`src/rtl/hdmi_timing_gen_if.sv`:
```
// hdmi_timing_gen_if
//   Bundles the upstream pixel-fetch signals and the video outputs of
//   hdmi_timing_gen.
//   master : the timing generator (drives fetch request, sync, de, rgb)
//   slave  : upstream source / encoder side (drives pix_data, pattern_en)
//   Signals:
//     pix_req, pix_x[11:0], pix_y[11:0] : fetch request and coordinate
//     pix_data[23:0]                    : upstream RGB, one cycle latency
//     pattern_en                        : 1 = colour bars, 0 = pix_data
//     hsync, vsync, de, rgb[23:0]       : aligned encoder inputs
//     frame_start                       : one-cycle pulse per frame
interface hdmi_timing_gen_if;
   logic        pix_req;
   logic [11:0] pix_x;
   logic [11:0] pix_y;
   logic [23:0] pix_data;
   logic        pattern_en;
   logic        hsync;
   logic        vsync;
   logic        de;
   logic [23:0] rgb;
   logic        frame_start;

   modport master (
      input  pix_data, pattern_en,
      output pix_req, pix_x, pix_y, hsync, vsync, de, rgb, frame_start
   );

   modport slave (
      output pix_data, pattern_en,
      input  pix_req, pix_x, pix_y, hsync, vsync, de, rgb, frame_start
   );
endinterface

```
`src/rtl/hdmi_timing_gen.sv`:
```
// hdmi_timing_gen
//   Video timing generator for the HDMI TMDS encoders. Produces hsync/vsync,
//   de, 24-bit rgb and a frame_start pulse, all registered and aligned.
//   Pixel data comes from the upstream fetch port or an 8-bar pattern.
//   Ports:
//     sys_clk   : pixel clock
//     sys_rst_n : synchronous active-low reset
//     vid       : hdmi_timing_gen_if.master (fetch request + video outputs)
module hdmi_timing_gen #(
   parameter int unsigned H_SYNC   = 96,
   parameter int unsigned H_BACK   = 48,
   parameter int unsigned H_ACTIVE = 640,
   parameter int unsigned H_FRONT  = 16,
   parameter int unsigned V_SYNC   = 2,
   parameter int unsigned V_BACK   = 33,
   parameter int unsigned V_ACTIVE = 480,
   parameter int unsigned V_FRONT  = 10,
   parameter bit          SYNC_POL = 1'b0
) (
   input  logic               sys_clk,
   input  logic               sys_rst_n,
   hdmi_timing_gen_if.master  vid
);

   localparam logic [11:0] H_TOTAL   = 12'(H_SYNC + H_BACK + H_ACTIVE + H_FRONT);
   localparam logic [11:0] V_TOTAL   = 12'(V_SYNC + V_BACK + V_ACTIVE + V_FRONT);
   localparam logic [11:0] H_SYNC_W  = 12'(H_SYNC);
   localparam logic [11:0] V_SYNC_W  = 12'(V_SYNC);
   localparam logic [11:0] H_ACT_BEG = 12'(H_SYNC + H_BACK);
   localparam logic [11:0] H_ACT_END = 12'(H_SYNC + H_BACK + H_ACTIVE);
   localparam logic [11:0] V_ACT_BEG = 12'(V_SYNC + V_BACK);
   localparam logic [11:0] V_ACT_END = 12'(V_SYNC + V_BACK + V_ACTIVE);

   logic [11:0] cnt_h;
   logic [11:0] cnt_v;
   logic        h_active;
   logic        v_active;
   logic        first;
   logic        hs1;
   logic        vs1;
   logic        first1;
   logic        mode;
   logic [2:0]  bar;
   logic [23:0] bar_rgb;

   // Raster counters
   always_ff @(posedge sys_clk) begin
      if (!sys_rst_n) begin
         cnt_h <= '0;
         cnt_v <= '0;
      end else if (cnt_h == H_TOTAL - 12'd1) begin
         cnt_h <= '0;
         cnt_v <= (cnt_v == V_TOTAL - 12'd1) ? '0 : cnt_v + 12'd1;
      end else begin
         cnt_h <= cnt_h + 12'd1;
      end
   end

   always_comb begin
      h_active = (cnt_h >= H_ACT_BEG) && (cnt_h < H_ACT_END);
      v_active = (cnt_v >= V_ACT_BEG) && (cnt_v < V_ACT_END);
      first    = (cnt_h == '0) && (cnt_v == '0);
   end

   // Stage 1: fetch request and delayed sync flags.
   // The source select is sampled only at the first counter position so a
   // frame never mixes pattern and upstream pixels.
   always_ff @(posedge sys_clk) begin
      if (!sys_rst_n) begin
         vid.pix_req <= 1'b0;
         vid.pix_x   <= '0;
         vid.pix_y   <= '0;
         hs1         <= 1'b0;
         vs1         <= 1'b0;
         first1      <= 1'b0;
         mode        <= 1'b0;
      end else begin
         vid.pix_req <= h_active && v_active;
         vid.pix_x   <= (h_active && v_active) ? cnt_h - H_ACT_BEG : '0;
         vid.pix_y   <= (h_active && v_active) ? cnt_v - V_ACT_BEG : '0;
         hs1         <= cnt_h < H_SYNC_W;
         vs1         <= cnt_v < V_SYNC_W;
         first1      <= first;
         if (first) begin
            mode <= vid.pattern_en;
         end
      end
   end

   // Bar index: count of bar boundaries at or left of pix_x
   always_comb begin
      bar = '0;
      for (int unsigned k = 1; k < 8; k++) begin
         if (vid.pix_x >= 12'(k * H_ACTIVE / 8)) begin
            bar = bar + 3'd1;
         end
      end
   end

   always_comb begin
      bar_rgb = '0;
      unique case (bar)
         3'd0: bar_rgb = 24'hFFFFFF;
         3'd1: bar_rgb = 24'hFFFF00;
         3'd2: bar_rgb = 24'h00FFFF;
         3'd3: bar_rgb = 24'h00FF00;
         3'd4: bar_rgb = 24'hFF00FF;
         3'd5: bar_rgb = 24'hFF0000;
         3'd6: bar_rgb = 24'h0000FF;
         3'd7: bar_rgb = 24'h000000;
         default: bar_rgb = '0;
      endcase
   end

   // Stage 2: aligned encoder outputs
   always_ff @(posedge sys_clk) begin
      if (!sys_rst_n) begin
         vid.hsync       <= ~SYNC_POL;
         vid.vsync       <= ~SYNC_POL;
         vid.de          <= 1'b0;
         vid.rgb         <= '0;
         vid.frame_start <= 1'b0;
      end else begin
         vid.hsync       <= hs1 ? SYNC_POL : ~SYNC_POL;
         vid.vsync       <= vs1 ? SYNC_POL : ~SYNC_POL;
         vid.de          <= vid.pix_req;
         vid.frame_start <= first1;
         if (!vid.pix_req) begin
            vid.rgb <= '0;
         end else if (mode) begin
            vid.rgb <= bar_rgb;
         end else begin
            vid.rgb <= vid.pix_data;
         end
      end
   end

endmodule

```
`src/flat_wrapper.sv`:
```
// flat-port wrapper written by rule: the top's interface ports become plain ports
module hdmi_timing_gen_flat 
#(
   parameter int unsigned H_SYNC   = 96,
   parameter int unsigned H_BACK   = 48,
   parameter int unsigned H_ACTIVE = 640,
   parameter int unsigned H_FRONT  = 16,
   parameter int unsigned V_SYNC   = 2,
   parameter int unsigned V_BACK   = 33,
   parameter int unsigned V_ACTIVE = 480,
   parameter int unsigned V_FRONT  = 10,
   parameter bit          SYNC_POL = 1'b0
)
  (sys_clk, sys_rst_n, vid_pix_data, vid_pattern_en, vid_pix_req, vid_pix_x, vid_pix_y, vid_hsync, vid_vsync, vid_de, vid_rgb, vid_frame_start);
  hdmi_timing_gen_if vid_i ();
  input  logic sys_clk;
  input  logic sys_rst_n;
  input wire logic [$bits(vid_i.pix_data)-1:0] vid_pix_data;
  input wire logic [$bits(vid_i.pattern_en)-1:0] vid_pattern_en;
  output wire logic [$bits(vid_i.pix_req)-1:0] vid_pix_req;
  output wire logic [$bits(vid_i.pix_x)-1:0] vid_pix_x;
  output wire logic [$bits(vid_i.pix_y)-1:0] vid_pix_y;
  output wire logic [$bits(vid_i.hsync)-1:0] vid_hsync;
  output wire logic [$bits(vid_i.vsync)-1:0] vid_vsync;
  output wire logic [$bits(vid_i.de)-1:0] vid_de;
  output wire logic [$bits(vid_i.rgb)-1:0] vid_rgb;
  output wire logic [$bits(vid_i.frame_start)-1:0] vid_frame_start;
  assign vid_i.pix_data = vid_pix_data;
  assign vid_i.pattern_en = vid_pattern_en;
  assign vid_pix_req = vid_i.pix_req;
  assign vid_pix_x = vid_i.pix_x;
  assign vid_pix_y = vid_i.pix_y;
  assign vid_hsync = vid_i.hsync;
  assign vid_vsync = vid_i.vsync;
  assign vid_de = vid_i.de;
  assign vid_rgb = vid_i.rgb;
  assign vid_frame_start = vid_i.frame_start;
  hdmi_timing_gen #(.H_SYNC(H_SYNC), .H_BACK(H_BACK), .H_ACTIVE(H_ACTIVE), .H_FRONT(H_FRONT), .V_SYNC(V_SYNC), .V_BACK(V_BACK), .V_ACTIVE(V_ACTIVE), .V_FRONT(V_FRONT), .SYNC_POL(SYNC_POL)) u_core (.sys_clk(sys_clk), .sys_rst_n(sys_rst_n), .vid(vid_i));
endmodule
```
`config.mk`:
```
export PLATFORM = sky130hd
export DESIGN_NAME = hdmi_timing_gen_flat
export DESIGN_NICKNAME = d
export VERILOG_FILES = /design/src/rtl/hdmi_timing_gen_if.sv /design/src/rtl/hdmi_timing_gen.sv /design/src/flat_wrapper.sv
export SDC_FILE = /design/constraint.sdc
export NUM_CORES = 1
export LEC_CHECK = 0
export ABC_AREA = 1
export CAP_MARGIN = 5
export CORE_MARGIN = 5
export CORE_UTILIZATION = 51
export DETAILED_ROUTE_END_ITERATION = 10
export GPL_ROUTABILITY_DRIVEN = 1
export PLACE_DENSITY_LB_ADDON = 0.3
export SETUP_SLACK_MARGIN = 0.15
export SYNTH_ARGS = -nofsm -noshare
export SYNTH_HDL_FRONTEND = slang
export SYNTH_SLANG_ARGS = --single-unit
```
`constraint.sdc`:
```
create_clock -name sys_clk -period 4.3 [get_ports sys_clk]
set_clock_uncertainty 0.2 [all_clocks]
set_input_delay 0.86 -clock sys_clk [delete_from_list [all_inputs] [get_ports sys_clk]]
set_output_delay 0.86 -clock sys_clk [all_outputs]
set_load 0.05 [all_outputs]
```
Yosys cells after proc, flatten, opt, wreduce, memory -nomap -nowiden
Memories as Yosys holds them, arrays and structs flattened. Cells that the tools add are included. Widths: inputs -> output; s select.

Shift operators: 0. $add $sub $neg: 10. Muxes and demuxes: 11. Multiply operators: 0. Reductions and logical operators: 9. Div/mod/pow operators: 0. Bitwise operators: 1. $lt $le $gt $ge: 13. Eq/ne operators: 2.

Operators by type and width (number): $ge 12x8->1 const B (3); $ge 12x9->1 const B (3); $add 12x1->12 const B (2); $eq 12x10->1 const B (2); $logic_not 12->1 (2); $lt 12x10->1 const B (2); $mux 24 (1); $mux 3 (6); $add 3x1->3 const B (5); $ge 12x10->1 const B (1); $ge 12x6->1 const B (1); $ge 12x7->1 const B (1); $lt 12x2->1 const B (1); $lt 12x7->1 const B (1); $mux 12 (1); $sub 12x6->12 const B (1); $sub 12x8->12 const B (1); $logic_and 1x1->1 (4); $reduce_and 2->1 (2); $mux 1 (3); $add 1x1->2 const B (1); $reduce_or 2->1 (1); $not 1->1 (1).

Logic and storage cells: 61. Bits in latches: 0. RAM bits: 0. Memories: 1. Output and inout port bits: 53. Register bits after elaboration: 81. ROM bits: 192.

Memory list: (no name shown) (words 8, bits a word 24, rd ports 1, clocked after Yosys merged registers in 0, write ports 0, line hdmi_timing_gen.sv:102) `unique case (bar)`.

Logic depth before layout (Yosys ltp)
Gate-level depths: netlist (run 1). An unclocked memory read counts as a cell.

Depth in word-level cells: 16. Mapped depth: 28. Depth with buffers taken out: 28.

Worst setup path after synthesis (run 1)
No wires, ideal clock.

Kind: register to register. Start: register u_core.vid.pix_x[8]. End: register u_core.vid.rgb[15]. Arrival time: 3.687 ns. Cell stages (with the launch flop): 29. Buffers on the path: 0. Library setup time: 0.070 ns. Slack: 0.342 ns. Path through: dfxtp_1 > inv_2 > nand2_2 > nor2_8 > inv_1 > nor2_1 > ha_1 > inv_1 > nand3_2 > nand2_4 > inv_2 > nand2_1 > nand3_1 > and2_1 > ha_1 > or2_0 > nand3_1 > nand3_1 > and2_1 > ha_1 > nand3_1 > nand3_1 > nand2_1 > nand2_1 > nand2_1 > inv_1 > nand2_2 > nand3_4 > a21oi_1.

Longest elaborated chain between the ends: 16.

RTL lines: from (decl) (line hdmi_timing_gen_if.sv:26) `output pix_req, pix_x, pix_y, hsync, vsync, de, rgb, frame_start`; from (signal assigned) (line hdmi_timing_gen.sv:79) `vid.pix_x <= (h_active && v_active) ? cnt_h - H_ACT_BEG : '0;`; $ge 12x7->1 (line hdmi_timing_gen.sv:94) `if (vid.pix_x >= 12'(k * H_ACTIVE / 8)) begin`; $mux 1 (line hdmi_timing_gen.sv:94); $add 1x1->2 (line hdmi_timing_gen.sv:95) `bar = bar + 3'd1;`; $mux 3 (line hdmi_timing_gen.sv:94); $add 3x1->3 (line hdmi_timing_gen.sv:95); $mux 3 (line hdmi_timing_gen.sv:94); $add 3x1->3 (line hdmi_timing_gen.sv:95); $mux 3 (line hdmi_timing_gen.sv:94); $add 3x1->3 (line hdmi_timing_gen.sv:95); $mux 3 (line hdmi_timing_gen.sv:94); $add 3x1->3 (line hdmi_timing_gen.sv:95); $mux 3 (line hdmi_timing_gen.sv:94); $add 3x1->3 (line hdmi_timing_gen.sv:95); $mux 3 (*) (line hdmi_timing_gen.sv:94); $mem_v2 8x24 (*); $mux 24 (*) (line hdmi_timing_gen.sv:130) `end else if (mode) begin`; to (signal assigned) (line hdmi_timing_gen.sv:131) `vid.rgb <= bar_rgb;`; to (signal assigned) (line hdmi_timing_gen.sv:133) `vid.rgb <= vid.pix_data;`; to (decl) (line hdmi_timing_gen_if.sv:26).

Every way passes the cells marked *; elsewhere a longest branch is shown, timed or not. A chain may end at the register's enable or synchronous reset.

Worst setup path in the final report (run 1)
Start: register u_core.vid.pix_x[9]. End: register u_core.vid.rgb[10].

The elaborated chain is that of the path after synthesis.

==> metrics, run 1 <==
status finished clean; vias in the first global route roughly 3200; register area 1620 µm²; Std-Cell Rows 31; internal power 1.03 mW; Post-synth EDFFs 0; Psw between 300 and 400 µW; final non-filler cell total between 600 and 700; Buf+Inv Stages, Crit Path 5; worst slew pin tran between 0.9 and 1 ns; Crit path max-delay family simple AND/OR/NAND/NOR gates; n_diodes 0; GRT Overall Usage 19.5%; Layout area overhead 30.4%; worst slack, placed 0.247 ns; Initial Utilization 51.8%; Net Sw Frac 25.0%; Final min period 3.89 ns; setup TNS 0 ns; fraction of registers with async set/reset 0%; maximum VDD drop 0.198 mV; area of the multi-input gates 1870 µm²; Routed WL 8650 µm; critical path type reg2reg; final setup margin 0.411 ns; share of layout cells above drive strength 1 11.1%; max-slew violations 0; hold buffers post-CTS 0; Ys Warns 0; via count 3407; port bufs about 80; DRT antenna net count 0; largest net degree at the start of global routing 26; Chip Width about 96 µm; Die ar. roughly 9100 µm²; top cells by area, synth dfxtp_1, nand2_1, inv_1, nor2_1, a21oi_1; Sink Count 81; # Max-Cap Violations 0; sequential power share 55.6%; Clock power frac 37.6%; first-pass GRT wire length 14000 µm; worst-path maximum fanout 8; Worst setup SP type flop; largest area contributor in the netlist dfxtp_1; fmax 257 MHz; critical path arrival 3.96 ns; CP required 4.37 ns; Num CTS Buffers 9; register clock-pin slew on the reported worst setup and hold paths around 0.090 ns; crit share post-route 90.5%; Netlist cell types 42; Overflow after GRT 0; pwr dens 281 nW/µm²; Slowest-stage cell, CP dfxtp_1; CP peak stage delay roughly 0.33 ns; Core Region 7210 µm²; logic gate share of total power 6.9%; Synth Cell Area 3740 µm²; dpl cell area 4620 µm²; sequential cell area fraction in the yosys report 43.4%; most frequently used flop master after synthesis dfxtp_1; Final Hold Fails 0; relative slew slack 38.6%; worst hold path type reg2reg; die height ~96 µm; residual DRC count 0; Final Setup Violations 0; net count after synthesis approximately 550; Clock Latency Late Sink 0.35 ns; Syn Inst Count 506; length of the first detailed-routing pass in iterations 4; initial antenna violation count 0; Clock Tree Buf Depth 2; Post-Place Cells 676; Routability Congestion 0.924; Layout fillers 617; syn_area_per_cell 7.39 µm²; final hold slack 0.178 ns; Yosys top cell area share 43.4%; CTS tree built; register bit count reported by yosys a little over 80; Final HPWL DP 6630 µm; WL/cell approximately 12 µm; # H-tree levels 3; IO Pins 80; RSZ-0062 raised after global routing false; final net count 631; leakage power 2.26 nW; CP endpoint kind flop; Root Buffer clkbuf_8; via-per-instance ratio 4.92; DR iter-0 viols 124; Finished Cell Area 4880 µm²; cell mode on critical path nand3_1
## kinds of logic after synthesis
group | Yosys count | share of synthesized area, %
and+or+nand+nor | 249 | 31.1
buffers and inverters | 82 | 8.40
AOI/OAI and AO/OA | 71 | 10.4
xor gates and xnor gates | 7 | 1.64
adders and majority gates | 15 | 5.02
DFF | 81 | 43.4
other | 1 | 0.100
## per-stage QoR
step	util (%)	power (mW)
finish	67.6	1.37
global route	67.6	1.44
CTS	66.6	1.39
detailed placement	64.0	0.870
global placement	64.0	0.869
floorplan	-	0.829
## placed cells by master (no fill, tap or decap), drive strengths merged, types with 2 or more instances in the layout
master	n
or2	3
a211oi	2
and2	2
a31oi	3
o21ai	17
nor4	2
a21oi	43
clkinvlp	2
nor3	11
nand3	35
nand4	2
clkinv	3
nand2	126
ha	15
xnor2	2
inv	75
clkdlybuf4s50	79
o22ai	2
nor2	62
dfxtp	81
xor2	5
o31ai	2
nor3b	6
clkbuf	10
## power by group through the flow
stage | clock network, mW | registers, mW | logic, mW
floorplan | 0 | 0.787 | 0.0418
global placement | 0 | 0.780 | 0.0888
detailed placement | 0 | 0.780 | 0.0901
CTS | 0.532 | 0.762 | 0.0906
global route | 0.574 | 0.763 | 0.104
finish | 0.515 | 0.762 | 0.0944
## flip-flops by register name (all words and copies together), names as in the netlist
name / cells
u_core.vid.vsync: 1
u_core.vid.frame_start: 1
u_core.vid.pix_x: 12
u_core.vid.pix_req: 1
u_core.vid.hsync: 1
u_core.vid.pix_y: 12
u_core.cnt_h: 12
u_core.mode: 1
u_core.hs1: 1
u_core.first1: 1
u_core.vs1: 1
u_core.vid.rgb: 24
u_core.vid.de: 1
u_core.cnt_v: 12
## Yosys cell counts, types with 2 or more instances
library cell / count
a211oi_1: 2
a21oi_1: 43
a31oi_1: 2
and2_1: 2
buf_2: 2
clkbuf_1: 5
clkinv_1: 2
dfxtp_1: 81
ha_1: 15
inv_1: 63
inv_2: 9
nand2_1: 115
nand2_2: 8
nand2_4: 3
nand3_1: 30
nand3_2: 3
nand3_4: 2
nand4_1: 2
nor2_1: 59
nor3_1: 10
nor3b_1: 5
o21ai_0: 15
o22ai_1: 2
o31ai_1: 2
or2_2: 2
xnor2_1: 2
xor2_1: 5
## routing by layer
metal	track usage [%]	share of wire [%]	up-vias
met5	0	0	-
met4	6.99	1.8	0
met3	5.60	5.8	14
met2	33.2	49	77
met1	23.3	44	1545
li1	-	-	1771
## cell type report
cell class              count  area share (%)
well taps                  99            2.54
clock inverters             6            1.00
flip-flops and latches     81            33.3
clock buffers              10            2.82
repair buffers             80            16.4
multi-input cells         343            38.3
inverters                  74            5.75
## repair_timing
| action | 4_1_cts | 5_1_grt |
|---|---|---|
| setup buffers | 0 | 1 |
| resized for setup | 0 | 18 |
| endpoints found under the setup margin | 0 | 8 |
## final timing paths
path                                           from                 end  slack, ns  cells past startpoint
worst max-delay path            u_core.vid.pix_x[9]  u_core.vid.rgb[10]       0.41                     28
worst min register to register           u_core.vs1    u_core.vid.vsync       0.18                      1
worst max register to register  u_core.vid.pix_x[9]  u_core.vid.rgb[10]       0.41                     28
worst min-delay path                     u_core.vs1    u_core.vid.vsync       0.18                      1
Note: power is estimated with default switching activity, not from simulation.
==> run 2: changes to the inputs <==
- ABC_AREA: 1 -> not set
- CORE_UTILIZATION: 51 -> 53
- CTS_BUF_LIST: not set -> sky130_fd_sc_hd__clkbuf_4 sky130_fd_sc_hd__clkbuf_8
- PLACE_DENSITY: not set -> 0.83
- PLACE_DENSITY_LB_ADDON: 0.3 -> not set
==> metrics, run 2 <==
status finished clean (unchanged); Yosys top cell area share 43.5% (was 43.4%); Layout area overhead 38.3% (was 30.4%); leakage power 2.16 nW (was 2.26 nW); net count after synthesis 463 (was 548); flip-flop count of the largest register after layout 24 (unchanged); Final Setup Violations 0 (unchanged); Post-synth EDFFs 0 (unchanged); Core Region 6830 µm² (was 7210 µm²); sequential cell area fraction in the yosys report 43.5% (was 43.4%); Layout fillers 504 (was 617); via-per-instance ratio 5.56 (was 4.92); hold buffers post-CTS 0 (unchanged); CP endpoint kind flop (unchanged); largest net degree at the start of global routing 25 (was 26); worst slew pin tran 0.993 ns (was 0.919 ns); worst-path maximum fanout 8 (unchanged); Std-Cell Rows 30 (was 31); # Max-Cap Violations 0 (unchanged); # H-tree levels 3 (unchanged); most common cell after layout, fill and taps aside clkdlybuf4s50_1 (was nand2_1); first-pass GRT wire length 15200 µm (was 14000 µm); syn_area_per_cell 8.86 µm² (was 7.39 µm²); die height 93.9 µm (was 95.6 µm); Final Hold Fails 0 (unchanged); setup TNS 0 ns (unchanged); Chip Width 93.9 µm (was 95.6 µm); crit-path cells nor4_4 -> nand2_1 -> nor2_4 -> inv_2 -> ha_4 -> and3_4 -> o21a_1 -> o31a_2 -> inv_2 -> ha_4 -> mux2i_4 -> xor2_2 -> mux2_4 -> ha_4 -> inv_2 -> a211o_1 -> xnor2_2 -> xnor2_2 -> a2111o_1 -> nand4_1; n_diodes 0 (unchanged); Final min period 4.28 ns (was 3.89 ns); Initial Utilization 54.6% (was 51.8%); Clock Latency Late Sink 0.35 ns (about the same); most common cell in the synthesized netlist dfxtp_1 (was nand2_1); final core utilization 75.5% (was 67.6%); initial antenna violation count 0 (unchanged); register clock-pin slew on the reported worst setup and hold paths 0.09 ns (about the same); post-synthesis adder-cell area fraction 5.03% (was 5.02%); RSZ-0062 raised after global routing true (was false); most frequently used flop master after synthesis dfxtp_1 (unchanged); Overflow after GRT 0 (unchanged); CP peak stage delay 0.52 ns (was 0.33 ns); CP required 4.38 ns (was 4.37 ns); max-slew violations 0 (unchanged); top cells by area, synth dfxtp_1, nor2_1, xnor2_1, ha_1, xor2_1 (was dfxtp_1, nand2_1, inv_1, nor2_1, a21oi_1); DR iter-0 viols 125 (was 124); residual DRC count 0 (unchanged); Routability Congestion 0.894 (was 0.924); register area 1630 µm² (was 1620 µm²); dpl cell area 4680 µm² (was 4620 µm²); Finished Cell Area 5150 µm² (was 4880 µm²); CTS tree built (unchanged); DRT antenna net count 0 (unchanged); Post-synth top cells dfxtp_1, nor2_1, xnor2_1 (was nand2_1, dfxtp_1, inv_1); final setup margin 0.0215 ns (was 0.411 ns); worst slack, placed -0.0147 ns (was 0.247 ns); Syn Inst Count 421 (was 506); critical path arrival 4.36 ns (was 3.96 ns); Num CTS Buffers 9 (unchanged); Final HPWL DP 6560 µm (was 6630 µm); Synth Cell Area 3730 µm² (was 3740 µm²); Post-Synth XOR/XNOR Area 8.36% (was 1.64%); WL/cell 15.4 µm (was 12.5 µm); vias in the first global route 3249 (was 3243); critical path type reg2reg (unchanged); crit share post-route 99.5% (was 90.5%); Sink Count 81 (unchanged); final net count 557 (was 631); Largest Register u_core.vid.rgb (unchanged); largest area contributor in the netlist dfxtp_1 (unchanged); share of layout cells above drive strength 1 15.4% (was 11.1%); worst hold path type reg2reg (unchanged); IO Pins 80 (unchanged); Routed WL 9460 µm (was 8650 µm); pwr dens 268 nW/µm² (was 281 nW/µm²); Synth Area in Compound Gates 12.4% (was 10.4%); register bit count reported by yosys 81 (unchanged); GRT Overall Usage 21.5% (was 19.5%); Slowest-stage cell, CP a2111o_1 (was dfxtp_1); maximum VDD drop 0.215 mV (was 0.198 mV); length of the first detailed-routing pass in iterations 5 (was 4); relative slew slack 32.1% (was 38.6%); Clock Tree Buf Depth 2 (unchanged); post-synthesis mux area share 1.64% (was 0%); fraction of registers with async set/reset 0% (unchanged); Ys Warns 0 (unchanged); largest family of logic cells by synthesized area simple AND/OR/NAND/NOR gates (unchanged); simple-gate share of the synthesized area 24.3% (was 31.1%); Die ar. 8810 µm² (was 9150 µm²); fmax 234 MHz (was 257 MHz); most frequent cells in the layout clkdlybuf4s50_1, dfxtp_1, nor2_1, buf_4, xnor2_1 (was nand2_1, dfxtp_1, clkdlybuf4s50_1, inv_1, nor2_1); Netlist cell types 61 (was 42); Root Buffer clkbuf_8 (unchanged); area of the multi-input gates 2130 µm² (was 1870 µm²); via count 3425 (was 3407); Worst setup SP type flop (unchanged); port bufs 79 (unchanged)
==> run 2: layout make-up <==
class                      instances  share of cell area [%]
tap                               96                    2.33
timing repair buffer             105                    19.2
sequential                        81                    31.6
multi-input combinational        297                    41.4
clock buffer                       9                    2.40
clock inverter                     7                    1.50
inverter                          21                    1.53
==> run 2: metrics by stage <==
stage          power [mW]  cells  hold WS (ns)
2_1_floorplan       0.810    421         0.152
3_3_place_gp        0.842    583         0.158
3_5_place_dp        0.844    583         0.159
4_1_cts              1.40    612         0.179
5_1_grt              1.44    616         0.197
6_report             1.38    616         0.175
==> run 2: report_power, final <==
part | leakage (nW) | switching (mW) | internal (mW)
combinational | 1.39 | 0.0269 | 0.0355
clock | 0.105 | 0.282 | 0.274
sequential | 0.658 | 0.00844 | 0.756
==> run 2: final timing paths <==
| path | startpoint | to | slack, ns | cells past startpoint |
|---|---|---|---|---|
| worst min-delay path | u_core.vs1 | u_core.vid.vsync | 0.18 | 1 |
| worst min register to register | u_core.vs1 | u_core.vid.vsync | 0.18 | 1 |
| worst max register to register | u_core.vid.pix_x[9] | u_core.vid.rgb[12] | 0.02 | 20 |
| worst max-delay path | u_core.vid.pix_x[9] | u_core.vid.rgb[12] | 0.02 | 20 |
==> run 2: logic make-up after synthesis <==
kind of cell               Yosys count
and+or+nand+nor                    177
adders and majority gates           15
muxes                                6
xor gates and xnor gates            34
AOI/OAI and AO/OA                   64
other                                1
buffers and inverters               43
DFF                                 81
==> run 2: what timing repair did <==
item | CTS | global route
gates resized for setup | 16 | 16
setup endpoints to repair | 8 | 14
buffers inserted | 13 | 4
pin swaps | 15 | 19
==> run 2: layer usage <==
| layer | part of all wire (%) | vias to the layer above | routed length [µm] | GRT usage, % |
|---|---|---|---|---|
| met5 | 0 | - | 0 | 0 |
| met4 | 1.7 | 0 | 157 | 6.62 |
| met3 | 5.9 | 20 | 555 | 5.37 |
| met2 | 53 | 120 | 5010 | 38.9 |
| met1 | 40 | 1632 | 3740 | 24.7 |
| li1 | - | 1653 | - | - |
==> run 2: worst max-delay path, delay by kind of cell (launching register included) <==
kind / cells / cell delay [ns]
buffers and inverters: 3 / 0.17
AND/OR/NAND/NOR: 5 / 0.86
XOR/XNOR: 3 / 0.52
multiplexers: 2 / 0.35
adder cells (fa/ha/maj): 3 / 0.48
flip-flops: 1 / 0.35
AO/OA/AOI/OAI: 4 / 1.30
==> run 3: changes to the inputs <==
- CAP_MARGIN: 5 -> 20
- TNS_END_PERCENT: not set -> 50
==> metrics, run 3 (same netlist as run 2, synthesis figures left out) <==
Routed WL 9540 µm (was 9460 µm); logic gate share of total power 4.6% (was 4.5%); n_diodes 0 (unchanged); Std-Cell Rows 30 (unchanged); fmax 230 MHz (was 234 MHz); Largest Register u_core.vid.rgb (unchanged); IO Pins 80 (unchanged); worst hold path type reg2reg (unchanged); die height 93.9 µm (unchanged); Die ar. 8810 µm² (unchanged); first-pass GRT wire length 15200 µm (about the same); register clock-pin slew on the reported worst setup and hold paths 0.09 ns (about the same); reg-to-reg slack, setup -0.04 ns (was 0.02 ns); Net Sw Frac 23.3% (was 22.9%); M2 GR Usage 38.1% (was 38.9%); Final min period 4.34 ns (was 4.28 ns); final setup margin -0.0396 ns (was 0.0215 ns); CTS tree built (unchanged); Core Region 6830 µm² (unchanged); Final Hold Fails 0 (unchanged); leakage power 2.15 nW (was 2.16 nW); DRT antenna net count 0 (unchanged); port bufs 79 (unchanged); GRT Overall Usage 21.6% (was 21.5%); setup TNS -0.158 ns (was 0 ns); CP endpoint kind flop (unchanged); hold buffers post-CTS 0 (unchanged); Worst setup SP type flop (unchanged); # Max-Cap Violations 0 (unchanged); worst reg2reg path startpoint u_core.vid.pix_x[9] (unchanged); final core utilization 74.4% (was 75.5%); DR iter-0 viols 130 (was 125); Final Setup Violations 8 (was 0); most common cell after layout, fill and taps aside clkdlybuf4s50_1 (unchanged); residual DRC count 0 (unchanged); RSZ-0062 raised after global routing true (unchanged); worst slew pin tran 0.980 ns (was 0.993 ns); Chip Width 93.9 µm (unchanged); crit-path cells nor4_4 -> nand2_1 -> nor2_2 -> buf_4 -> ha_1 -> a21boi_4 -> nor3_4 -> o31a_2 -> inv_2 -> ha_4 -> mux2i_4 -> xor2_2 -> mux2_4 -> ha_4 -> inv_2 -> a211o_1 -> xnor2_2 -> xnor2_2 -> a2111o_1 -> nand4_1 (was nor4_4 -> nand2_1 -> nor2_4 -> inv_2 -> ha_4 -> and3_4 -> o21a_1 -> o31a_2 -> inv_2 -> ha_4 -> mux2i_4 -> xor2_2 -> mux2_4 -> ha_4 -> inv_2 -> a211o_1 -> xnor2_2 -> xnor2_2 -> a2111o_1 -> nand4_1); Final HPWL DP 6550 µm (was 6560 µm); Initial Utilization 54.6% (unchanged); Clock Tree Buf Depth 2 (unchanged); worst-path maximum fanout 8 (unchanged); Clock power frac 40.5% (was 40.2%); max-slew violations 0 (unchanged); Clock Latency Late Sink 0.35 ns (about the same); M1 GR Usage 24.7% (about the same); Buf+Inv Stages, Crit Path 3 (unchanged); via count 3368 (was 3425); internal power 1.07 mW (about the same); length of the first detailed-routing pass in iterations 5 (unchanged); reg-to-reg critical path endpoint u_core.vid.rgb[8] (was u_core.vid.rgb[12]); Min-Delay Endpoint u_core.vid.hsync (was u_core.vid.vsync); Overflow after GRT 0 (unchanged); worst slack, placed -0.109 ns (was -0.0147 ns); Sink Count 81 (unchanged); crit share post-route 101% (was 99.5%); relative slew slack 33.0% (was 32.1%); CP required 4.38 ns (about the same); Routability Congestion 0.856 (was 0.894); flip-flop count of the largest register after layout 24 (unchanged); CP peak stage delay 0.53 ns (was 0.52 ns); share of layout cells above drive strength 1 13.5% (was 15.4%); hold_sp u_core.hs1 (was u_core.vs1); M3 GR Usage 5.37% (unchanged); final total power 1.39 mW (was 1.38 mW); Num CTS Buffers 9 (unchanged); pwr dens 274 nW/µm² (was 268 nW/µm²); Psw 324 µW (was 317 µW); violated checks setup timing; Slowest-stage cell, CP a2111o_1 (unchanged); WL/cell 15.6 µm (was 15.4 µm); Layout area overhead 36.2% (was 38.3%); status finished, violations left (was finished clean); Worst Hold Path Cells 1 (unchanged); # H-tree levels 3 (unchanged); critical path type reg2reg (unchanged); maximum VDD drop 0.177 mV (was 0.215 mV); final net count 554 (was 557); initial antenna violation count 0 (unchanged); Root Buffer clkbuf_8 (unchanged); Post-Place Cells 585 (was 583); Crit path max-delay family compound AO/OA/AOI/OAI gates (unchanged); via-per-instance ratio 5.49 (was 5.56); final non-filler cell total 613 (was 616); most frequent cells in the layout clkdlybuf4s50_1, dfxtp_1, nor2_1, buf_4, nand2_1 (was clkdlybuf4s50_1, dfxtp_1, nor2_1, buf_4, xnor2_1); vias in the first global route 3244 (was 3249); busiest grt layer met2 (unchanged); sequential power share 54.9% (was 55.3%); largest net degree at the start of global routing 25 (unchanged); critical path arrival 4.42 ns (was 4.36 ns); cells on worst reg2reg path 20 (unchanged)
run 3: worst max path at each step:
stage          slack, ns                start  cells past startpoint            endpoint
6_report           -0.04  u_core.vid.pix_x[9]                     20   u_core.vid.rgb[8]
5_1_grt            -0.21  u_core.vid.pix_x[9]                     20  u_core.vid.rgb[11]
4_1_cts             0.15  u_core.vid.pix_x[8]                     20   u_core.vid.rgb[9]
3_5_place_dp       -0.11  u_core.vid.pix_x[9]                     17  u_core.vid.rgb[21]
3_3_place_gp        0.09  u_core.vid.pix_x[9]                     17  u_core.vid.rgb[21]
2_1_floorplan      -0.23  u_core.vid.pix_x[9]                     21  u_core.vid.rgb[10]
run 3: area by class of cell:
class	instances	area (µm²)
Tap cell	96	120
Fill cell	506	1750
Clock buffer	9	124
Multi-Input combinational cell	297	2090
Sequential cell	81	1630
Timing Repair Buffer	102	963
Inverter	21	81.3
Clock inverter	7	77.6
run 3: routing by layer:
metal | share of wire [%] | routed length (µm)
met3 | 6.0 | 576
met5 | 0 | 0
met2 | 51 | 4860
met1 | 41 | 3920
met4 | 1.8 | 174
run 3: power by group through the flow:
stage | clock network [mW] | registers [mW] | logic [mW]
2_1_floorplan | 0 | 0.785 | 0.0243
3_3_place_gp | 0 | 0.782 | 0.0616
3_5_place_dp | 0 | 0.782 | 0.0626
4_1_cts | 0.576 | 0.764 | 0.0635
5_1_grt | 0.617 | 0.766 | 0.0695
6_report | 0.563 | 0.764 | 0.0640
run 3: what timing repair did:
item | 4_1_cts | 5_1_grt
resized for setup | 18 | 10
endpoints found under the setup margin | 16 | 16
endpoints found under the hold margin | 0 | 0
pin swaps | 17 | 18
setup buffers | 9 | 3
run 3: metrics by stage:
stage / hold WS [ns] / instance area (µm²)
2_1_floorplan: 0.152 / 3760
5_1_grt: 0.191 / 5080
4_1_cts: 0.184 / 4990
3_5_place_dp: 0.164 / 4650
6_report: 0.184 / 5080
3_3_place_gp: 0.161 / 4650
